[src/rtl/xhost_seq_pkg.sv]
// Shared opcodes, FSM states and counter sizing for the picoVersat host sequencer.
package xhost_seq_pkg;

  typedef enum logic [1:0] {
    XHOST_OP_WRITE = 2'd0,
    XHOST_OP_READ  = 2'd1,
    XHOST_OP_POLL  = 2'd2,
    XHOST_OP_RSVD  = 2'd3
  } op_e;

  typedef enum logic [2:0] {
    S_IDLE    = 3'd0,
    S_WR      = 3'd1,
    S_RD_WAIT = 3'd2,
    S_CMP     = 3'd3,
    S_RESP    = 3'd4
  } state_e;

  localparam int WCNT_W = 2;  // holds READ_LAT-1 for READ_LAT in 1..4

  // Poll counter width; at least one bit even for POLL_MAX=1.
  function automatic int pcnt_w(input int n);
    return (n <= 2) ? 1 : $clog2(n);
  endfunction

endpackage

[src/rtl/xhost_seq.sv]
// Host command sequencer driving the picoVersat native register-file port.
// Optional XHOST_TRAP_ABORT_EN adds a trap input that aborts an in-flight POLL.
module xhost_seq
  import xhost_seq_pkg::*;
#(
  parameter int REGF_ADDR_W = 4,
  parameter int DATA_W      = 32,
  parameter int READ_LAT    = 1,
  parameter int POLL_MAX    = 1024
) (
  input  logic                   clk,
  input  logic                   rst,
  input  logic                   cmd_valid,
  output logic                   cmd_ready,
  input  logic [1:0]             cmd_op,
  input  logic [REGF_ADDR_W-1:0] cmd_addr,
  input  logic [DATA_W-1:0]      cmd_data,
  input  logic [DATA_W-1:0]      cmd_mask,
  output logic                   rsp_valid,
  input  logic                   rsp_ready,
  output logic [DATA_W-1:0]      rsp_data,
  output logic                   rsp_err,
  output logic [REGF_ADDR_W-1:0] par_addr,
  output logic                   par_we,
  output logic [DATA_W-1:0]      par_in,
  input  logic [DATA_W-1:0]      par_out
`ifdef XHOST_TRAP_ABORT_EN
  ,
  input  logic                   trap
`endif
);

  localparam int PCW = pcnt_w(POLL_MAX);

  state_e                 state_q, state_d;
  op_e                    op_q, op_d;
  logic                   rdy_q;
  logic [DATA_W-1:0]      data_q, data_d, mask_q, mask_d;
  logic [DATA_W-1:0]      par_in_q, par_in_d, rsp_data_q, rsp_data_d;
  logic                   rsp_err_q, rsp_err_d;
  logic [REGF_ADDR_W-1:0] par_addr_q, par_addr_d;
  logic [WCNT_W-1:0]      wcnt_q, wcnt_d;
  logic [PCW-1:0]         pcnt_q, pcnt_d;
  logic                   trap_abort;

`ifdef XHOST_TRAP_ABORT_EN
  assign trap_abort = trap && (op_q == XHOST_OP_POLL);
`else
  assign trap_abort = 1'b0;
`endif

  always_comb begin
    state_d    = state_q;
    op_d       = op_q;
    data_d     = data_q;
    mask_d     = mask_q;
    par_in_d   = par_in_q;
    rsp_data_d = rsp_data_q;
    rsp_err_d  = rsp_err_q;
    par_addr_d = par_addr_q;
    wcnt_d     = wcnt_q;
    pcnt_d     = pcnt_q;
    case (state_q)
      S_IDLE: if (cmd_valid && rdy_q) begin
        op_d       = op_e'(cmd_op);
        data_d     = cmd_data;
        mask_d     = cmd_mask;
        par_addr_d = cmd_addr;
        case (op_e'(cmd_op))
          XHOST_OP_WRITE: begin
            par_in_d = cmd_data;
            state_d  = S_WR;
          end
          XHOST_OP_READ, XHOST_OP_POLL: begin
            wcnt_d  = WCNT_W'(READ_LAT - 1);
            pcnt_d  = '0;
            state_d = S_RD_WAIT;
          end
          default: begin
            rsp_data_d = '0;
            rsp_err_d  = 1'b1;
            state_d    = S_RESP;
          end
        endcase
      end
      S_WR: begin
        rsp_data_d = data_q;
        rsp_err_d  = 1'b0;
        state_d    = S_RESP;
      end
      S_RD_WAIT: begin
        if (trap_abort) begin
          rsp_data_d = '1;
          rsp_err_d  = 1'b1;
          state_d    = S_RESP;
        end else if (wcnt_q == '0) begin
          rsp_data_d = par_out;
          rsp_err_d  = 1'b0;
          state_d    = (op_q == XHOST_OP_READ) ? S_RESP : S_CMP;
        end else begin
          wcnt_d = wcnt_q - WCNT_W'(1);
        end
      end
      S_CMP: begin
        if (trap_abort) begin
          rsp_data_d = '1;
          rsp_err_d  = 1'b1;
          state_d    = S_RESP;
        end else if ((rsp_data_q & mask_q) == (data_q & mask_q)) begin
          rsp_err_d = 1'b0;
          state_d   = S_RESP;
        end else if (pcnt_q == PCW'(POLL_MAX - 1)) begin
          rsp_err_d = 1'b1;  // timeout keeps the last polled value
          state_d   = S_RESP;
        end else begin
          pcnt_d  = pcnt_q + PCW'(1);
          wcnt_d  = WCNT_W'(READ_LAT - 1);
          state_d = S_RD_WAIT;
        end
      end
      S_RESP: if (rsp_ready) state_d = S_IDLE;
      default: state_d = S_IDLE;
    endcase
  end

  always_ff @(posedge clk or posedge rst) begin
    if (rst) begin
      state_q    <= S_IDLE;
      op_q       <= XHOST_OP_WRITE;
      rdy_q      <= 1'b0;
      data_q     <= '0;
      mask_q     <= '0;
      par_in_q   <= '0;
      rsp_data_q <= '0;
      rsp_err_q  <= 1'b0;
      par_addr_q <= '0;
      wcnt_q     <= '0;
      pcnt_q     <= '0;
    end else begin
      state_q    <= state_d;
      op_q       <= op_d;
      rdy_q      <= 1'b1;  // keeps cmd_ready low for the reset cycle itself
      data_q     <= data_d;
      mask_q     <= mask_d;
      par_in_q   <= par_in_d;
      rsp_data_q <= rsp_data_d;
      rsp_err_q  <= rsp_err_d;
      par_addr_q <= par_addr_d;
      wcnt_q     <= wcnt_d;
      pcnt_q     <= pcnt_d;
    end
  end

  assign cmd_ready = rdy_q && (state_q == S_IDLE);
  assign rsp_valid = (state_q == S_RESP);
  assign rsp_data  = rsp_data_q;
  assign rsp_err   = rsp_err_q;
  assign par_addr  = par_addr_q;
  assign par_we    = (state_q == S_WR);
  assign par_in    = par_in_q;

endmodule

[config.mk]
export PLATFORM = sky130hd
export DESIGN_NAME = xhost_seq
export DESIGN_NICKNAME = d
export VERILOG_FILES = /design/src/rtl/xhost_seq_pkg.sv /design/src/rtl/xhost_seq.sv
export SDC_FILE = /design/constraint.sdc
export NUM_CORES = 1
export LEC_CHECK = 0
export ABC_AREA = 0
export ABC_CLOCK_PERIOD_IN_PS = 7300
export CORE_MARGIN = 10
export CORE_UTILIZATION = 35
export DETAILED_ROUTE_END_ITERATION = 8
export PLACE_DENSITY = 0.61
export SLEW_MARGIN = 20
export SYNTH_ARGS = -nofsm -noshare
export SYNTH_HDL_FRONTEND = slang
export SYNTH_SLANG_ARGS = --single-unit
[constraint.sdc]
create_clock -name clk -period 7.3 [get_ports clk]
set_clock_uncertainty 0.1 [all_clocks]
set_input_delay 1.095 -clock clk [delete_from_list [all_inputs] [get_ports clk]]
set_output_delay 1.095 -clock clk [all_outputs]
set_load 0.02 [all_outputs]
==> out/results.tsv, run 1 <==
stage	metric	value	unit
run_status	outcome	finished, final reports clean	
job	cap_viol_max_count	0	
timing	hold_ws	405	ps
place	io_buffers	177	
yosys	synthesis.instances	537	
finish	syn_to_final_growth	39.4	%
detailed_routing	ant_nets	0	
clock_network	cts_hold_buf	0	
pwr	leakagePower	3.89	nW
setup_path	worstSetupStartpointType	input port	
die	start_util	0.358	
finish	instances_no_fill	956	
die	fp.dieW	158	um
pwr	vdd_ir_drop_max	171	uV
clock_network	cts_resized	0	
setup_path	critPathBufInv	2	
clock_network	postCtsSetupBuffers	0	
detailed_routing	avgViaCountPerCell	5.15	
detailed_routing	drt_iter0_drc	320	
setup_path	crit_chain	clkdlybuf4s50_1 > nand2_1 > nor4_4 > buf_4 > nand2_2 > mux2_2	
yosys	synth_seq_cells	151	
yosys	synth_fp_nets	647	
setup_path	cp_slowest_cell	buf_4	
place	dp_cells	925	
die	core_area	18800	um^2
die	rows	50	
clock_network	cts_num_sinks	151	
grt	grt_pass1_wl	29200	um
die	die_area	25100	um^2
place	gp_congestion	0.825	
pwr	power_density	460	nW/um^2
setup_path	critPathTopFamily	buffers and inverters	
finish	insertedDiodeCount	0	
die	die_h	158	um
yosys	synthFlopType	dfrtp_1	
yosys	syn_area_per_cell	12.5	um^2
finish	utilization	0.498	
grt	grt_max_degree	93	
detailed_routing	finalWirelength	18900	um
yosys	synth_cell_types	44	
detailed_routing	wl_per_cell	19.8	um
timing	final-setup-viol-count	0	
setup_path	cp.arrival	3920	ps
setup_path	critPathKind	input port to register	
grt	overflow	0	
clock_network	h-tree-depth	4	
yosys	synth_seq_area_share	0.563	
place	post-dp-hpwl	13700	um
setup_path	slowest_delay	790	ps
timing	tns	0	ps
clock_network	cts_tree	yes	
timing	fmax	269	MHz
grt	antenna_found_initial	0	
hold_path	hp-class	register to register	
yosys	async_flop_share	1.00	
grt	grt_usage	0.152	
detailed_routing	drt_pre_antenna_iters	4	
setup_path	worstPathRequired	7500	ps
clock_network	cts.clk_slew.worst_paths	60	ps
finish	nets	820	
timing	relSlewSlack	0.322	
yosys	synth_area	6710	um^2
clock_network	cts-buffers-inserted	17	
setup_path	critPathCaptureType	register	
timing	worst-slew-pin-transition	1020	ps
setup_path	cp_max_fo	72	
clock_network	clkLatencyLatePin	420	ps
yosys	synth_edf_count	0	
detailed_routing	num_vias	4923	
timing	min_period	3720	ps
finish	drive_gt1_frac	0.213	
timing	hold_viol	0	
clock_network	root_buffer	clkbuf_16	
die	pin_count	178	
yosys	yosysWarnings	0	
clock_network	clockBufferDepth	2	
timing	drv_slew	0	
pwr	total_power	4.30	mW
timing	rsz0062_at_grt	false	
detailed_routing	drc_errors	0	
timing	fin_crit_sh	0.510	
grt	grt_pass1_vias	5249	
metal layers:
metal,global-route usage,share of wire,vias up
met2,0.248,0.50,141
met5,0,0,-
li1,-,-,2298
met1,0.187,0.42,2465
met4,0.0454,0.013,0
met3,0.0491,0.068,19
worst reg2reg max path, delay by kind of cell, from the launching register on:
| family | cells | cell delay (ps) |
|---|---|---|
| DFF | 1 | 610 |
| and+or+nand+nor | 2 | 1150 |
| muxes | 1 | 530 |
| buffers and inverters | 1 | 790 |
cell families (layout without fill, tap and decap cells):
family | after synthesis | in the layout | share of synthesized area
DFF | 151 | 151 | 0.563
AOI/OAI and AO/OA | 108 | 108 | 0.113
muxes | 106 | 106 | 0.177
and+or+nand+nor | 99 | 99 | 0.0751
buffers and inverters | 36 | 221 | 0.0213
xor gates and xnor gates | 32 | 32 | 0.0418
adders and majority gates | 4 | 4 | 0.00746
other | 1 | 1 | 0.000559
power by group:
| group | switching, mW | leakage (nW) | internal, mW |
|---|---|---|---|
| Combinational | 0.907 | 1.77 | 0.907 |
| Sequential | 0.310 | 1.82 | 1.24 |
| Clock | 0.335 | 0.307 | 0.607 |
flip-flops by register name, indices dropped and copies added, names as in the netlist:
register and flops:
data_q 32, mask_q 32, par_in 32, rsp_data 32
pcnt_q 10, par_addr 4, state_q 3, op_q 2
wcnt_q 2, rdy_q 1, rsp_err 1
stage by stage:
stage                     worst slack [ps]  instance area [um^2]
final                                 3580                  9360
after global routing                  3370                  9360
after CTS                             3490                  9360
after detailed placement              3040                  8720
after global placement                3170                  8720
after floorplan                       2040                  6710
cells in the mapped netlist, types with 2 or more instances:
master,number,area share
a21oi_1,34,0.025
dfrtp_1,151,0.56
and3_1,10,0.0093
a22oi_2,4,0.0075
nor3_1,3,0.0022
mux2_2,104,0.17
mux2i_1,2,0.0030
nand2_1,14,0.0078
a211o_1,2,0.0026
nor2_1,44,0.025
nor2_2,2,0.0019
nand3_1,9,0.0067
xor2_1,32,0.042
o32ai_1,2,0.0026
nand4_1,3,0.0028
buf_2,6,0.0045
a22oi_1,45,0.050
clkbuf_1,16,0.0089
nor4_1,3,0.0028
nor4_4,2,0.0063
ha_1,4,0.0075
inv_1,8,0.0045
o22ai_1,2,0.0019
o21ai_0,7,0.0052
buf_1,6,0.0034
a221o_1,4,0.0060
path summary, 6_finish.rpt:
path | start | depth (start not counted) | endpoint | slack (ps)
min reg2reg | par_in[22]$_DFFE_PP0P_ | 1 | par_in[22]$_DFFE_PP0P_ | 400
min | par_in[22]$_DFFE_PP0P_ | 1 | par_in[22]$_DFFE_PP0P_ | 400
max | cmd_valid | 6 | par_in[2]$_DFFE_PP0P_ | 3580
max reg2reg | state_q[1]$_DFFE_PP0P_ | 4 | par_in[2]$_DFFE_PP0P_ | 4000
min in group asynchronous | rst | 2 | par_in[1]$_DFFE_PP0P_ | 1130
max in group asynchronous | rst | 3 | rsp_data[13]$_DFFE_PP0P_ | 4660
final cells by class:
cell class | instances | area (um^2)
Tap cell | 234 | 293
Multi-Input combinational cell | 350 | 2810
Timing Repair Buffer | 182 | 1810
Sequential cell | 151 | 3780
Clock inverter | 7 | 141
Inverter | 8 | 35.0
Clock buffer | 24 | 492
Fill cell | 1640 | 9410
layout by cell type, fill, tap and decap left out, drive strengths merged, types with 10 or more instances in the layout:
cell type	Yosys	layout
nor2	46	46
nand2	14	14
clkdlybuf4s50	0	177
a21oi	34	34
and3	10	10
mux2	104	104
clkbuf	16	24
dfrtp	151	151
a22oi	49	49
xor2	32	32
No activity file was read; power rests on OpenSTA's default activity.
==> run 2: changes to the inputs <==
ABC_CLOCK_PERIOD_IN_PS = 3800   (was 7300)
clock period = 3.8 ns   (was 7.3 ns; I/O delays follow)
==> out/results.tsv, run 2 (synthesis gave the netlist of run 1 again) <==
stage	metric	value	unit
clock_network	cts_num_sinks	151	
detailed_routing	drt_pre_antenna_iters	5	
timing	fin_ws	1030	ps
detailed_routing	finalWirelength	18900	um
place	io_buffers	177	
timing	fmax	361	MHz
detailed_routing	drt_iter0_drc	246	
detailed_routing	wl_per_cell	19.8	um
timing	worst-slew-pin-transition	890	ps
clock_network	clockBufferDepth	2	
clock_network	cts_tree	yes	
grt	grt_max_degree	152	
clock_network	clkLatencyLatePin	410	ps
pwr	power_density	879	nW/um^2
detailed_routing	avgViaCountPerCell	5.18	
setup_path	critPathCaptureType	primary output	
place	gp_congestion	0.812	
grt	grt_pass1_wl	29400	um
clock_network	root_buffer	clkbuf_16	
hold_path	hp-class	register to register	
pwr	leakagePower	3.89	nW
clock_network	h-tree-depth	4	
grt	grt_pass1_vias	5306	
setup_path	worstSetupStartpointType	register	
finish	insertedDiodeCount	0	
finish	design_area	9350	um^2
grt	grt_usage	0.151	
clock_network	postCtsSetupBuffers	0	
die	fp.dieW	158	um
setup_path	cp.arrival	2100	ps
pwr	netSwitchingFraction	0.363	
pwr	seqPwrFrac	0.361	
timing	fin_crit_sh	0.730	
finish	layout_common_cells	177 x clkdlybuf4s50_1, 151 x dfrtp_1, 104 x mux2_2	
die	rows	50	
timing	relSlewSlack	0.404	
finish	syn_to_final_growth	39.3	%
timing	tns	0	ps
setup_path	critPathKind	register to primary output	
die	start_util	0.358	
pwr	pwr-share-comb	0.425	
finish	layout_commonest_cell	clkdlybuf4s50_1	
job	cap_viol_max_count	0	
finish	drive_gt1_frac	0.215	
clock_network	cts_resized	0	
place	dpl_cell_area	8730	um^2
run_status	outcome	finished, final reports clean	
detailed_routing	ant_nets	0	
pwr	power_switching	2.98	mW
die	die_area	25100	um^2
detailed_routing	num_vias	4952	
timing	hold_viol	0	
clock_network	cts-buffers-inserted	17	
pwr	p_int	5.24	mW
clock_network	cts.clk_slew.worst_paths	60	ps
finish	nets	820	
place	post-dp-hpwl	13600	um
place	dp_cells	925	
die	die_h	158	um
pwr	vdd_ir_drop_max	318	uV
die	pin_count	178	
timing	min_period	2770	ps
pwr	p_clk_frac	0.214	
setup_path	worstPathRequired	3130	ps
timing	drv_slew	0	
setup_path	cp_max_fo	19	
grt	antenna_found_initial	1	
grt	overflow	0	
detailed_routing	drc_errors	0	
clock_network	cts_hold_buf	0	
timing	rsz0062_at_grt	false	
finish	instances_no_fill	956	
die	core_area	18800	um^2
timing	final-setup-viol-count	0	
place	dp_slack	834	ps
[run 2: cell count changes in the layout (fill, tap and decap cells not counted), sizes merged]
cell,before,now
clkinv,2,3
inv,8,7
bufinv,4,3
clkinvlp,1,2
[run 2: area by class of cell]
cell class                 count  area (um^2)
clock buffer                  24          502
clock inverter                 7          116
fill                        1633         9420
inverter                       8         33.8
multi-input combinational    350         2810
sequential                   151         3780
tap                          234          293
timing repair buffer         182         1820
[run 2: final timing paths]
check | from | end | slack, ps | cells after the start
max | state_q[1]$_DFFE_PP0P_ | cmd_ready | 1030 | 2
min in group asynchronous | rst | par_in[31]$_DFFE_PP0P_ | 660 | 3
min | par_in[8]$_DFFE_PP0P_ | par_in[8]$_DFFE_PP0P_ | 400 | 1
max reg2reg | data_q[7]$_DFFE_PP0P_ | pcnt_q[5]$_DFFE_PP0P_ | 1140 | 6
max in group asynchronous | rst | mask_q[10]$_DFFE_PP0P_ | 2350 | 3
min reg2reg | par_in[8]$_DFFE_PP0P_ | par_in[8]$_DFFE_PP0P_ | 400 | 1
[run 2: worst max-delay path, cell delays in order, from the launching register on]
cell,delay (ps)
dfrtp_1,610
nor4b_1,410
clkdlybuf4s50_1,670
[run 2: power groups by stage]
stage,sequential (mW),combinational [mW],clock (mW)
final,2.97,3.49,1.76
after global routing,3.08,3.78,1.88
after CTS,2.97,3.56,1.80
after detailed placement,2.99,3.55,0
after global placement,2.95,3.49,0
after floorplan,3.31,1.70,0
[run 2: routing by layer]
metal / global-route usage / vias to the layer above / share of wire
li1: - / 2301 / -
met3: 0.0510 / 22 / 0.077
met2: 0.241 / 160 / 0.49
met5: 0 / - / 0.00037
met4: 0.0485 / 2 / 0.015
met1: 0.188 / 2467 / 0.42
[run 2: per-stage QoR]
| step | total power, mW | util | hold WS (ps) |
|---|---|---|---|
| 6_report | 8.22 | 0.498 | 402 |
| 5_1_grt | 8.73 | 0.498 | 416 |
| 4_1_cts | 8.34 | 0.498 | 408 |
| 3_5_place_dp | 6.55 | 0.465 | 391 |
| 3_3_place_gp | 6.44 | 0.465 | 384 |
| 2_1_floorplan | 5.01 | - | 363 |
==> run 3: changes to the inputs <==
ABC_CLOCK_PERIOD_IN_PS = 2500   (was 3800)
PLACE_DENSITY = 0.63   (was 0.61)
clock period = 2.5 ns   (was 3.8 ns; I/O delays follow)
==> out/results.tsv, run 3 (synthesis gave the netlist of run 1 again) <==
stage	metric	value	unit
clock_network	clkLatencyLatePin	420	ps
finish	instances_no_fill	968	
timing	rsz0062_at_grt	false	
timing	final-setup-viol-count	0	
place	dp_slack	129	ps
grt	overflow	0	
finish	regArea	3780	um^2
place	post-dp-hpwl	14500	um
clock_network	cts_hold_buf	0	
clock_network	cts_tree	yes	
setup_path	cp.arrival	1910	ps
timing	drv_slew	0	
detailed_routing	avgViaCountPerCell	5.18	
timing	relSlewSlack	0.583	
die	rows	50	
detailed_routing	drc_errors	0	
finish	layout_commonest_cell	clkdlybuf4s50_1	
setup_path	critPathCaptureType	primary output	
grt	antenna_found_initial	0	
timing	worst-slew-pin-transition	619	ps
timing	tns	0	ps
detailed_routing	drt_iter0_drc	298	
timing	hold_viol	0	
die	die_h	158	um
pwr	leakagePower	3.93	nW
finish	drive_gt1_frac	0.226	
clock_network	cts_num_sinks	151	
detailed_routing	wl_per_cell	20.5	um
place	io_buffers	177	
clock_network	h-tree-depth	4	
finish	nets	831	
run_status	outcome	finished, final reports clean	
timing	min_period	2390	ps
clock_network	cts.clk_slew.worst_paths	50	ps
finish	syn_to_final_growth	40.5	%
pwr	total_power	12.5	mW
setup_path	worstSetupStartpointType	register	
finish	nFillCells	1628	
grt	grt_max_degree	110	
die	die_area	25100	um^2
setup_path	cp_max_fo	8	
die	start_util	0.358	
grt	grt_pass1_vias	5335	
clock_network	cts-buffers-inserted	17	
detailed_routing	ant_nets	0	
pwr	power_density	1330	nW/um^2
job	cap_viol_max_count	0	
place	dp_cells	936	
clock_network	clockBufferDepth	2	
place	gp_congestion	0.855	
timing	fin_crit_sh	0.955	
pwr	vdd_ir_drop_max	685	uV
die	fp.dieW	158	um
die	core_area	18800	um^2
timing	fin_ws	113	ps
grt	grt_usage	0.158	
hold_path	hp-class	input port to async pin	
finish	multiInputGateArea	2810	um^2
finish	utilization	0.502	
setup_path	worstPathRequired	2030	ps
timing	fmax	419	MHz
detailed_routing	num_vias	5011	
detailed_routing	drt_pre_antenna_iters	5	
die	pin_count	178	
finish	layout_common_cells	176 x clkdlybuf4s50_1, 149 x dfrtp_1, 104 x mux2_2	
detailed_routing	finalWirelength	19900	um
setup_path	critPathKind	register to primary output	
grt	grt_pass1_wl	30400	um
clock_network	root_buffer	clkbuf_16	
## run 3: changes by cell type in the layout (fill, tap and decap cells not counted), moves of 2 or more
cell      previous run  this run
dfrtp_1            151       149
buf_12               1         4
clkbuf_1             2         5
clkbuf_8             5         0
buf_4                4        12
clkinv_2             2         4
dfrtp_2              0         2
## run 3: worst paths after layout
path / slack [ps] / startpoint / cells past startpoint / endpoint
setup / recovery: 110 / state_q[2]$_DFFE_PP0P_ / 4 / par_we
hold / removal: 390 / rst / 3 / par_in[30]$_DFFE_PP0P_
setup reg to reg: 190 / data_q[16]$_DFFE_PP0P_ / 6 / pcnt_q[5]$_DFFE_PP0P_
hold reg to reg: 400 / pcnt_q[2]$_DFFE_PP0P_ / 1 / pcnt_q[2]$_DFFE_PP0P_
max in group asynchronous: 1420 / rst / 3 / par_in[11]$_DFFE_PP0P_
min in group clk: 400 / pcnt_q[2]$_DFFE_PP0P_ / 1 / pcnt_q[2]$_DFFE_PP0P_
## run 3: where the power goes
| part | total, mW | internal (mW) | switching [mW] |
|---|---|---|---|
| registers | 4.51 | 3.62 | 0.888 |
| logic | 5.49 | 2.74 | 2.75 |
| clock network | 2.53 | 1.56 | 0.974 |
## run 3: metrics by stage
stage          hold slack (ps)  instance area (um^2)
6_report                   391                  9430
5_1_grt                    409                  9430
4_1_cts                    403                  9430
3_5_place_dp               393                  8850
3_3_place_gp               384                  8850
2_1_floorplan              363                  6720
## run 3: cell type report
cell class | count | area share
diodes | 1 | 0.000265
clock inverters | 9 | 0.0135
clock buffers | 22 | 0.0471
well taps | 234 | 0.0311
inverters | 8 | 0.00358
multi-input cells | 350 | 0.298
flip-flops and latches | 151 | 0.401
repair buffers | 193 | 0.206
## run 3: timing repair
action	in CTS	in global routing
pin swaps	0	0
setup endpoints to repair	1	1
setup buffers	0	0
resized for setup	2	2
cloned	0	0
endpoints found under the hold margin	0	0
## run 3: critical path: stages (launching register included)
cell and delay (ps):
dfrtp_1 470, inv_2 160, nand2_1 110, nor2_4 130
clkdlybuf4s50_1 630
## run 3: metal layers
metal  vias to the layer above  part of all wire  track usage
met3                        16             0.076       0.0556
li1                       2317                 -            -
met4                         0             0.011       0.0437
met1                      2509              0.40        0.184
met2                       169              0.51        0.271
met5                         -                 0            0
